## src/rtl/dilithium_host_driver_if.sv

```systemverilog
// Signal bundle between the host driver and its environment: command/response,
// upstream source, downstream sink and the Dilithium core stream ports.
interface dilithium_host_driver_if #(
    parameter int CNT_W = 16
);
    logic             cmd_valid;
    logic             cmd_ready;
    logic [1:0]       cmd_mode;
    logic [CNT_W-1:0] cmd_in_words;
    logic [CNT_W-1:0] cmd_out_words;

    logic             src_valid;
    logic             src_ready;
    logic [31:0]      src_data;

    logic             snk_valid;
    logic             snk_ready;
    logic [31:0]      snk_data;
    logic             snk_last;

    logic             start;
    logic [1:0]       mode;
    logic             valid_i;
    logic             ready_i;
    logic [31:0]      data_i;
    logic             valid_o;
    logic             ready_o;
    logic [31:0]      data_o;
    logic             done;
    logic             sign_reject;

    logic             busy;
    logic             rsp_valid;
    logic [1:0]       rsp_status;

    modport master (
        input  cmd_valid, cmd_mode, cmd_in_words, cmd_out_words,
               src_valid, src_data, snk_ready,
               ready_i, valid_o, data_o, done, sign_reject,
        output cmd_ready, src_ready, snk_valid, snk_data, snk_last,
               start, mode, valid_i, data_i, ready_o,
               busy, rsp_valid, rsp_status
    );

    modport slave (
        output cmd_valid, cmd_mode, cmd_in_words, cmd_out_words,
               src_valid, src_data, snk_ready,
               ready_i, valid_o, data_o, done, sign_reject,
        input  cmd_ready, src_ready, snk_valid, snk_data, snk_last,
               start, mode, valid_i, data_i, ready_o,
               busy, rsp_valid, rsp_status
    );
endinterface

```

## src/rtl/dilithium_host_driver.sv

```systemverilog
// Host-side initiator for the Dilithium core: takes one command, pulses start,
// passes source/sink words straight through and reports a final status word.
module dilithium_host_driver #(
    parameter int CNT_W   = 16,
    parameter int TIMEOUT = 1048576
) (
    input  logic                    i_clk,
    input  logic                    i_rst,
    dilithium_host_driver_if.master bus
);

    localparam int                 TO_W    = (TIMEOUT > 1) ? $clog2(TIMEOUT) : 1;
    localparam logic [TO_W-1:0]    TO_LAST = TO_W'((TIMEOUT > 0) ? (TIMEOUT - 1) : 0);
    localparam logic [TO_W-1:0]    TO_ONE  = TO_W'(1);
    localparam logic               TO_EN   = (TIMEOUT > 0);
    localparam logic [CNT_W-1:0]   CNT_ONE = CNT_W'(1);
    localparam logic [1:0]         ST_OK   = 2'b00;
    localparam logic [1:0]         ST_REJ  = 2'b01;
    localparam logic [1:0]         ST_TO   = 2'b10;

    typedef enum logic [1:0] {
        S_IDLE   = 2'd0,
        S_START  = 2'd1,
        S_STREAM = 2'd2,
        S_REPORT = 2'd3
    } state_t;

    state_t           r_state;
    state_t           w_state_nxt;
    logic [1:0]       r_mode;
    logic [CNT_W-1:0] r_in_words;
    logic [CNT_W-1:0] r_out_words;
    logic [CNT_W-1:0] r_in_cnt;
    logic [CNT_W-1:0] r_out_cnt;
    logic             r_done_seen;
    logic             r_rej_seen;
    logic [TO_W-1:0]  r_to_cnt;
    logic [1:0]       r_status;

    logic             w_in_open;
    logic             w_out_open;
    logic             w_in_hs;
    logic             w_out_hs;
    logic             w_idle;
    logic             w_complete;
    logic             w_timeout;
    logic [1:0]       w_status_nxt;

    // Next-state, path enables and the status captured on entry to REPORT
    always_comb begin
        w_state_nxt  = r_state;
        w_in_open    = 1'b0;
        w_out_open   = 1'b0;
        w_in_hs      = 1'b0;
        w_out_hs     = 1'b0;
        w_idle       = 1'b0;
        w_complete   = 1'b0;
        w_timeout    = 1'b0;
        w_status_nxt = r_status;
        case (r_state)
            S_IDLE: begin
                if (bus.cmd_valid) begin
                    w_state_nxt = S_START;
                end else begin
                    w_state_nxt = S_IDLE;
                end
            end
            S_START: begin
                w_state_nxt = S_STREAM;
            end
            S_STREAM: begin
                w_in_open  = (r_in_cnt < r_in_words);
                w_out_open = (r_out_cnt < r_out_words);
                w_in_hs    = w_in_open & bus.src_valid & bus.ready_i;
                w_out_hs   = w_out_open & bus.valid_o & bus.snk_ready;
                w_idle     = ~w_in_hs & ~w_out_hs & ~bus.done;
                // Completion looks only at registered counts/flags, so a late done still waits a cycle
                w_complete = r_done_seen & (r_in_cnt == r_in_words) & (r_out_cnt == r_out_words);
                w_timeout  = TO_EN & w_idle & (r_to_cnt == TO_LAST);
                if (w_timeout) begin
                    w_state_nxt  = S_REPORT;
                    w_status_nxt = ST_TO;
                end else if (w_complete) begin
                    w_state_nxt  = S_REPORT;
                    w_status_nxt = (r_rej_seen | bus.sign_reject) ? ST_REJ : ST_OK;
                end else begin
                    w_state_nxt = S_STREAM;
                end
            end
            S_REPORT: begin
                w_state_nxt = S_IDLE;
            end
            default: begin
                w_state_nxt = S_IDLE;
            end
        endcase
    end

    // State register
    always_ff @(posedge i_clk) begin
        if (!i_rst) begin
            r_state <= S_IDLE;
        end else begin
            r_state <= w_state_nxt;
        end
    end

    // Command latches, word counters, sticky core flags, idle timer and status
    always_ff @(posedge i_clk) begin
        if (!i_rst) begin
            r_mode      <= 2'b00;
            r_in_words  <= {CNT_W{1'b0}};
            r_out_words <= {CNT_W{1'b0}};
            r_in_cnt    <= {CNT_W{1'b0}};
            r_out_cnt   <= {CNT_W{1'b0}};
            r_done_seen <= 1'b0;
            r_rej_seen  <= 1'b0;
            r_to_cnt    <= {TO_W{1'b0}};
            r_status    <= 2'b00;
        end else begin
            r_status <= w_status_nxt;
            case (r_state)
                S_IDLE: begin
                    if (bus.cmd_valid) begin
                        r_mode      <= bus.cmd_mode;
                        r_in_words  <= bus.cmd_in_words;
                        r_out_words <= bus.cmd_out_words;
                        r_in_cnt    <= {CNT_W{1'b0}};
                        r_out_cnt   <= {CNT_W{1'b0}};
                        r_done_seen <= 1'b0;
                        r_rej_seen  <= 1'b0;
                        r_to_cnt    <= {TO_W{1'b0}};
                    end
                end
                S_START: begin
                    if (bus.sign_reject) begin
                        r_rej_seen <= 1'b1;
                    end
                end
                S_STREAM: begin
                    if (w_in_hs) begin
                        r_in_cnt <= r_in_cnt + CNT_ONE;
                    end
                    if (w_out_hs) begin
                        r_out_cnt <= r_out_cnt + CNT_ONE;
                    end
                    if (bus.done) begin
                        r_done_seen <= 1'b1;
                    end
                    if (bus.sign_reject) begin
                        r_rej_seen <= 1'b1;
                    end
                    if (TO_EN && w_idle && !w_timeout) begin
                        r_to_cnt <= r_to_cnt + TO_ONE;
                    end else begin
                        r_to_cnt <= {TO_W{1'b0}};
                    end
                end
                default: begin
                    r_to_cnt <= r_to_cnt;
                end
            endcase
        end
    end

    // Zero-latency pass-through; both paths are closed outside STREAM
    assign bus.valid_i    = w_in_open & bus.src_valid;
    assign bus.src_ready  = w_in_open & bus.ready_i;
    assign bus.data_i     = bus.src_data;
    assign bus.ready_o    = w_out_open & bus.snk_ready;
    assign bus.snk_valid  = w_out_open & bus.valid_o;
    assign bus.snk_data   = bus.data_o;
    assign bus.snk_last   = w_out_open & bus.valid_o & (r_out_cnt == (r_out_words - CNT_ONE));

    assign bus.cmd_ready  = (r_state == S_IDLE);
    assign bus.start      = (r_state == S_START);
    assign bus.busy       = (r_state != S_IDLE);
    assign bus.rsp_valid  = (r_state == S_REPORT);
    assign bus.rsp_status = r_status;
    assign bus.mode       = r_mode;

endmodule

```

## src/flat_wrapper.sv

```systemverilog
// flat-port wrapper written by rule: the top's interface ports become plain ports
module dilithium_host_driver_flat 
#(
    parameter int CNT_W   = 16,
    parameter int TIMEOUT = 1048576
)
  (i_clk, i_rst, bus_cmd_valid, bus_cmd_mode, bus_cmd_in_words, bus_cmd_out_words, bus_src_valid, bus_src_data, bus_snk_ready, bus_ready_i, bus_valid_o, bus_data_o, bus_done, bus_sign_reject, bus_cmd_ready, bus_src_ready, bus_snk_valid, bus_snk_data, bus_snk_last, bus_start, bus_mode, bus_valid_i, bus_data_i, bus_ready_o, bus_busy, bus_rsp_valid, bus_rsp_status);
  dilithium_host_driver_if #(.CNT_W(CNT_W)) bus_i ();
  input  logic i_clk;
  input  logic i_rst;
  input wire logic [$bits(bus_i.cmd_valid)-1:0] bus_cmd_valid;
  input wire logic [$bits(bus_i.cmd_mode)-1:0] bus_cmd_mode;
  input wire logic [$bits(bus_i.cmd_in_words)-1:0] bus_cmd_in_words;
  input wire logic [$bits(bus_i.cmd_out_words)-1:0] bus_cmd_out_words;
  input wire logic [$bits(bus_i.src_valid)-1:0] bus_src_valid;
  input wire logic [$bits(bus_i.src_data)-1:0] bus_src_data;
  input wire logic [$bits(bus_i.snk_ready)-1:0] bus_snk_ready;
  input wire logic [$bits(bus_i.ready_i)-1:0] bus_ready_i;
  input wire logic [$bits(bus_i.valid_o)-1:0] bus_valid_o;
  input wire logic [$bits(bus_i.data_o)-1:0] bus_data_o;
  input wire logic [$bits(bus_i.done)-1:0] bus_done;
  input wire logic [$bits(bus_i.sign_reject)-1:0] bus_sign_reject;
  output wire logic [$bits(bus_i.cmd_ready)-1:0] bus_cmd_ready;
  output wire logic [$bits(bus_i.src_ready)-1:0] bus_src_ready;
  output wire logic [$bits(bus_i.snk_valid)-1:0] bus_snk_valid;
  output wire logic [$bits(bus_i.snk_data)-1:0] bus_snk_data;
  output wire logic [$bits(bus_i.snk_last)-1:0] bus_snk_last;
  output wire logic [$bits(bus_i.start)-1:0] bus_start;
  output wire logic [$bits(bus_i.mode)-1:0] bus_mode;
  output wire logic [$bits(bus_i.valid_i)-1:0] bus_valid_i;
  output wire logic [$bits(bus_i.data_i)-1:0] bus_data_i;
  output wire logic [$bits(bus_i.ready_o)-1:0] bus_ready_o;
  output wire logic [$bits(bus_i.busy)-1:0] bus_busy;
  output wire logic [$bits(bus_i.rsp_valid)-1:0] bus_rsp_valid;
  output wire logic [$bits(bus_i.rsp_status)-1:0] bus_rsp_status;
  assign bus_i.cmd_valid = bus_cmd_valid;
  assign bus_i.cmd_mode = bus_cmd_mode;
  assign bus_i.cmd_in_words = bus_cmd_in_words;
  assign bus_i.cmd_out_words = bus_cmd_out_words;
  assign bus_i.src_valid = bus_src_valid;
  assign bus_i.src_data = bus_src_data;
  assign bus_i.snk_ready = bus_snk_ready;
  assign bus_i.ready_i = bus_ready_i;
  assign bus_i.valid_o = bus_valid_o;
  assign bus_i.data_o = bus_data_o;
  assign bus_i.done = bus_done;
  assign bus_i.sign_reject = bus_sign_reject;
  assign bus_cmd_ready = bus_i.cmd_ready;
  assign bus_src_ready = bus_i.src_ready;
  assign bus_snk_valid = bus_i.snk_valid;
  assign bus_snk_data = bus_i.snk_data;
  assign bus_snk_last = bus_i.snk_last;
  assign bus_start = bus_i.start;
  assign bus_mode = bus_i.mode;
  assign bus_valid_i = bus_i.valid_i;
  assign bus_data_i = bus_i.data_i;
  assign bus_ready_o = bus_i.ready_o;
  assign bus_busy = bus_i.busy;
  assign bus_rsp_valid = bus_i.rsp_valid;
  assign bus_rsp_status = bus_i.rsp_status;
  dilithium_host_driver #(.CNT_W(CNT_W), .TIMEOUT(TIMEOUT)) u_core (.i_clk(i_clk), .i_rst(i_rst), .bus(bus_i));
endmodule
```

## config.mk

```make
export PLATFORM = sky130hd
export DESIGN_NAME = dilithium_host_driver_flat
export DESIGN_NICKNAME = d
export VERILOG_FILES = /design/src/rtl/dilithium_host_driver_if.sv /design/src/rtl/dilithium_host_driver.sv /design/src/flat_wrapper.sv
export SDC_FILE = /design/constraint.sdc
export NUM_CORES = 1
export LEC_CHECK = 0
export ABC_AREA = 1
export BUFFER_PORTS_ARGS = -buffer_cell sky130_fd_sc_hd__buf_2
export CAP_MARGIN = 30
export CORE_MARGIN = 1.5
export CORE_UTILIZATION = 35
export DETAILED_ROUTE_END_ITERATION = 12
export GPL_TIMING_DRIVEN = 0
export PLACE_DENSITY = 0.63
export SLEW_MARGIN = 20
export SYNTH_ARGS = -nofsm -noshare
export SYNTH_HDL_FRONTEND = slang
export SYNTH_SLANG_ARGS = --single-unit
```

## constraint.sdc

```tcl
create_clock -name i_clk -period 4.19 [get_ports i_clk]
set_input_delay 0.2095 -clock i_clk [delete_from_list [all_inputs] [get_ports i_clk]]
set_output_delay 0.2095 -clock i_clk [all_outputs]
set_load 0.1 [all_outputs]
```

==> metrics.yaml, run 1 <==
io_pins: 184
clkTransAtPathRegs_ns: 0.08
ys_seq_elements: 92
die_w_um: 133
worst_slew_pin_slew_ns: 0.810
syn_avg_cell_area_sq_um: 7.02
initialDrtViolationCount: 382
num_antenna_cells: 0
hpwl_mm: 11.4
root_buffer: "clkbuf_16"
crit_path_max_incr_delay_ns: 0.47
ant_nets: 0
max_freq_mhz: 342
clk_path_buf_depth: 2
wl_per_cell_um: 12.1
synth_edf_count: 0
peakVddDrop_v: 0.000240
seqPwrFrac_pct: 33.3
p_switching_mw: 1.31
drv_slew: 0
fin_cells: 1204
ctsResizeCount: 0
core_sq_um: 16600
antenna_found_initial: 0
drive_above_1_share_pct: 21.7
p_int_mw: 1.66
clkPwrFrac_pct: 28.0
die_y_um: 133
total_power_mw: 2.97
period_needed_ns: 2.93
cpMaxStageDelayCell: "nor3_1"
cts_tree: "built"
crit_fanout: 4
vias_per_cell: 4.61
worstPathArrival_ns: 2.72
worstPathCellList: "inv_1, ha_1, nand2_1, nor3_1, nand3_1, xor2_1, nor2_1, nand4_1, nor2_1, buf_2"
place_congestion: 0.882
syn_area_sq_um: 5960
portBuffers: 119
final_nets: 1126
area_delta_synth_final_pct: 19.8
ys_seq_area_share_pct: 30.9
gr-usage-all-layers_pct: 16.8
ys.flop_type: "dfxtp_1"
drt-pass1-iter-count: 5
overflow: 0
ys_async_sr_fraction_pct: 0
yosys_warnings: 0
worstSetupPathType: "register to output pin"
start_util_pct: 35.9
drc_errors: 0
die_area_sq_um: 17800
rsz0062_at_grt: "no"
final_core_util_pct: 43.0
grt_pass1_wl_mm: 24.1
synth_cells: 849
powerDensity_nw_per_um2: 417
fin_crit_sh_pct: 69.9
netSwitchingFraction_pct: 44.2
rows: 47
finalHoldViolations: 0
postCtsSetupBuffers: 0
dp_cells: 1188
finalClockSkew_ns: 0.0117
worstSetupStartpointType: "register"
grt_pass1_vias: 5112
crit_top_cell: "nor2_1"
synth_fp_nets: 996
synth_cell_types: 36
cts_sinks: 92
crit_buf_inv: 2
required_ns: 3.98
p_leak_nw: 3.22
worst_path_dominant_cell_family: "simple AND/OR/NAND/NOR gates"
grt_max_degree: 20
wirelength_mm: 14.6
ctsHtreeMaxLevel: 3
fillers: 1740
worstHoldPathType: "primary input to register"
max_cap_viol_count: 0
end_kind: "output pin"
via_count: 5547
numCtsBuffers: 9
slew_headroom_pct: 46.0
p_comb_share_pct: 38.8
hold_buffers: 0
tns_ns: 0
clk-insertion-delay-late_ns: 0.36
setup-violations-final: 0
status: "finished clean"
-- cell usage after synthesis, types with 4 or more instances --
cell	instances	area, sq um
nand2_1	160	601
nor2_1	104	390
dfxtp_1	92	1840
inv_1	85	319
a21oi_1	80	400
buf_4	64	480
o21ai_0	45	225
xor2_1	42	368
ha_1	40	500
nand3_1	40	200
nor3_1	20	100
clkbuf_1	18	67.6
xnor2_1	12	105
nand4_1	11	68.8
buf_2	4	20.0
nor3b_1	4	30.0
nor4_1	4	25.0
-- cell usage in the layout, fill, tap and decap left out, drive strengths merged, types with 4 or more instances in the layout --
cell and instances:
ha 40, xnor2 12, buf 188, nor3b 4, dfxtp 92, nand2 161, nor4 4, o21ai 47
inv 90, clkbuf 27, nand3 41, nor2 106, nor3 20, nand4 11, a21oi 81, xor2 42
-- tightest hold or removal path, cell delays in order --
cell and delay (ns):
buf_2 0.07, o21ai_0 0.07, nor2_1 0.08
-- cells by family (layout without fill, tap and decap cells) --
logic type	Yosys count	count (layout)	synth area share (%)
XOR/XNOR	56	56	8.69
adder cells (fa/ha/maj)	40	40	8.40
buffers and inverters	173	308	15.0
flip-flops	92	92	30.9
AO/OA/AOI/OAI	133	133	11.7
AND/OR/NAND/NOR	355	355	25.3
-- metal layers --
layer | up-vias | GRT usage [%] | wire length (um)
met4 | 0 | 5.56 | 282
met1 | 2436 | 21.3 | 6720
met2 | 143 | 28.5 | 6800
met5 | - | 0 | 0
met3 | 19 | 3.27 | 761
li1 | 2949 | - | -
-- per-stage QoR --
stage | instance area (sq um) | hold slack (ns) | setup WS (ns)
2_1_floorplan | 5960 | 0.376 | 0.128
3_3_place_gp | 6830 | 0.448 | 1.62
3_5_place_dp | 6830 | 0.456 | 1.64
4_1_cts | 7140 | 0.0898 | 1.26
5_1_grt | 7140 | 0.102 | 1.07
6_report | 7140 | 0.0991 | 1.26
-- state kept, by name, indices dropped and copies added, names as in the netlist --
name / count
u_core.r_out_words: 16
u_core.r_in_words: 16
u_core.r_out_cnt: 16
u_core.bus.rsp_status: 2
u_core.r_in_cnt: 16
u_core.r_state: 2
u_core.bus.mode: 2
u_core.r_done_seen: 1
u_core.r_to_cnt: 20
u_core.r_rej_seen: 1
-- power by group through the flow --
stage                     Clock [mW]  Combinational [mW]  Sequential (mW)
after global routing           0.889                1.26            0.999
after detailed placement           0                1.16             1.01
after CTS                      0.860                1.16            0.989
final                          0.832                1.15            0.989
after floorplan                    0               0.901             1.02
after global placement             0                1.15             1.01
-- path summary, 6_finish.rpt --
kind                                from              endpoint  slack [ns]  cells after the start
hold reg to reg     u_core.r_in_words[6]  u_core.r_in_words[6]        0.46                      2
setup reg to reg  u_core.r_out_words[11]  u_core.r_out_cnt[14]        1.60                     14
setup / recovery   u_core.r_out_words[0]          bus_snk_last        1.26                     10
hold / removal           bus_cmd_mode[1]    u_core.bus.mode[1]         0.1                      3
-- cell type report --
class	count	area (sq um)	area share, %
Multi-Input combinational cell	584	3230	45.2
Sequential cell	92	1840	25.8
Timing Repair Buffer	119	596	8.34
Buffer	87	572	8.01
Inverter	86	323	4.52
Tap cell	220	275	3.86
Clock buffer	9	225	3.16
Clock inverter	7	78.8	1.10
No activity file was read; power rests on OpenSTA's default activity.
==> run 2, diff against run 1 <==
==> constraint.sdc (replaced) <==
create_clock -name i_clk -period 2.97 [get_ports i_clk]
set_input_delay 0.1485 -clock i_clk [delete_from_list [all_inputs] [get_ports i_clk]]
set_output_delay 0.1485 -clock i_clk [all_outputs]
set_load 0.1 [all_outputs]
==> metrics.yaml, run 2 (same netlist as run 1, synthesis figures left out) <==
worstSetupPathType: "register to output pin"
largest_reg_flops: 20  # unchanged
grt_pass1_vias: 5171  # +1.2%
core_sq_um: 16600  # unchanged
drv_slew: 0  # unchanged
hold_slack_ns: 0.0516  # -0.0475 ns
drt-pass1-iter-count: 5  # unchanged
wirelength_mm: 14.9  # +2.1%
setup-violations-final: 0  # unchanged
ant_nets: 0  # unchanged
peakVddDrop_v: 0.000302  # +26%
worstHoldPathType: "primary input to register"
grt_max_degree: 16  # -20%
grt_pass1_wl_mm: 24.1  # about the same
portBuffers: 119  # unchanged
tns_ns: 0  # unchanged
status: "finished clean"
area_delta_synth_final_pct: 19.6
final_cell_mix: "nand2_1, buf_2, nor2_1"
die_y_um: 133  # unchanged
finalClockSkew_ns: 0.0112  # -0.000461 ns
slew_headroom_pct: 51.9  # +5.9 points
ctsResizeCount: 0  # unchanged
worst_slew_pin_slew_ns: 0.722  # -0.0882 ns
total_power_mw: 4.13  # +39%
start_util_pct: 35.9  # unchanged
num_antenna_cells: 0  # unchanged
ctsHtreeMaxLevel: 3  # unchanged
worstSetupStartpointType: "register"
vias_per_cell: 4.63  # +0.51%
overflow: 0  # unchanged
max_cap_viol_count: 0  # unchanged
drive_above_1_share_pct: 21.9  # +0.15 points
fin_cells: 1202  # -0.17%
powerDensity_nw_per_um2: 580  # +39%
finalHoldViolations: 0  # unchanged
clkTransAtPathRegs_ns: 0.07  # about the same
cts_tree: "built"
rows: 47  # unchanged
dp_cells: 1188  # unchanged
final_common_cell: "nand2_1"
required_ns: 2.82  # -1.16 ns
numCtsBuffers: 9  # unchanged
p_leak_nw: 3.21  # -0.42%
fin_crit_sh_pct: 90.4
gr-usage-all-layers_pct: 16.8  # about the same
rsz0062_at_grt: "no"
via_count: 5566  # +0.34%
end_kind: "output pin"
clk_path_buf_depth: 2  # unchanged
root_buffer: "clkbuf_16"
postCtsSetupBuffers: 0  # unchanged
final_nets: 1126  # unchanged
max_freq_mhz: 372
hpwl_mm: 11.7  # +2.1%
clk-insertion-delay-late_ns: 0.35  # about the same
hold_buffers: 0  # unchanged
initialDrtViolationCount: 243  # -36%
antenna_found_initial: 0  # unchanged
crit_fanout: 4  # unchanged
place_congestion: 0.851  # -3.6%
cts_sinks: 92  # unchanged
die_w_um: 133  # unchanged
wl_per_cell_um: 12.4  # +2.3%
largest-register: "u_core.r_to_cnt"
die_area_sq_um: 17800  # unchanged
period_needed_ns: 2.69
worstPathArrival_ns: 2.54  # -0.18 ns
drc_errors: 0  # unchanged
final_core_util_pct: 43.0  # -0.060 points
io_pins: 184  # unchanged
[run 2: cell types whose count changed in the layout (fill, tap and decap cells not counted), sizes merged]
cell	previous run	this run
clkinv	3	0
clkbuf	27	29
buf	188	187
clkinvlp	0	1
inv	90	89
[run 2: cell type report]
type                       count  area, sq um
fill                        1805         9460
multi-input combinational    584         3250
sequential                    92         1840
timing repair buffer         119          598
buffer                        87          572
inverter                      86          323
tap                          220          275
clock buffer                  10          239
clock inverter                 4         33.8
[run 2: report_power, final]
part / total [mW] / switching, mW / internal (mW)
clock network: 1.10 / 0.512 / 0.591
logic: 1.63 / 1.22 / 0.412
registers: 1.40 / 0.0637 / 1.33
[run 2: path summary, 6_finish.rpt]
kind / start / to / slack (ns) / cells after the start
worst min register to register: u_core.r_in_words[8] / u_core.r_in_words[8] / 0.46 / 2
worst min-delay path: bus_cmd_mode[1] / u_core.bus.mode[1] / 0.05 / 3
worst max-delay path: u_core.r_out_words[3] / bus_snk_last / 0.28 / 14
worst max register to register: u_core.r_out_words[11] / u_core.r_out_cnt[14] / 0.44 / 14
[run 2: layer usage]
layer | up-vias | track usage [%] | part of all wire [%] | wire, um
met2 | 113 | 30.2 | 49 | 7320
met5 | - | 0 | 0 | 0
met4 | 0 | 4.17 | 1.3 | 198
met1 | 2505 | 20.4 | 45 | 6760
li1 | 2933 | - | - | -
met3 | 15 | 3.46 | 4.0 | 593
[run 2: stage by stage]
step / area [sq um] / setup WS [ns]
floorplan: 5980 / -0.249
global placement: 6850 / 0.445
detailed placement: 6850 / 0.427
CTS: 7120 / 0.0815
global route: 7130 / 0.0498
finish: 7130 / 0.284
[run 2: critical path: stages, from the launching register on]
cell and delay, ns:
dfxtp_1 0.38, inv_1 0.09, ha_1 0.30, nand2_1 0.12, inv_1 0.05, nand2_1 0.07, nand2_1 0.05, nand2_1 0.05
nand2_1 0.08, nand2_1 0.09, nand2_1 0.11, nor3b_4 0.24, nand3_1 0.12, nor2_2 0.12, clkbuf_4 0.33
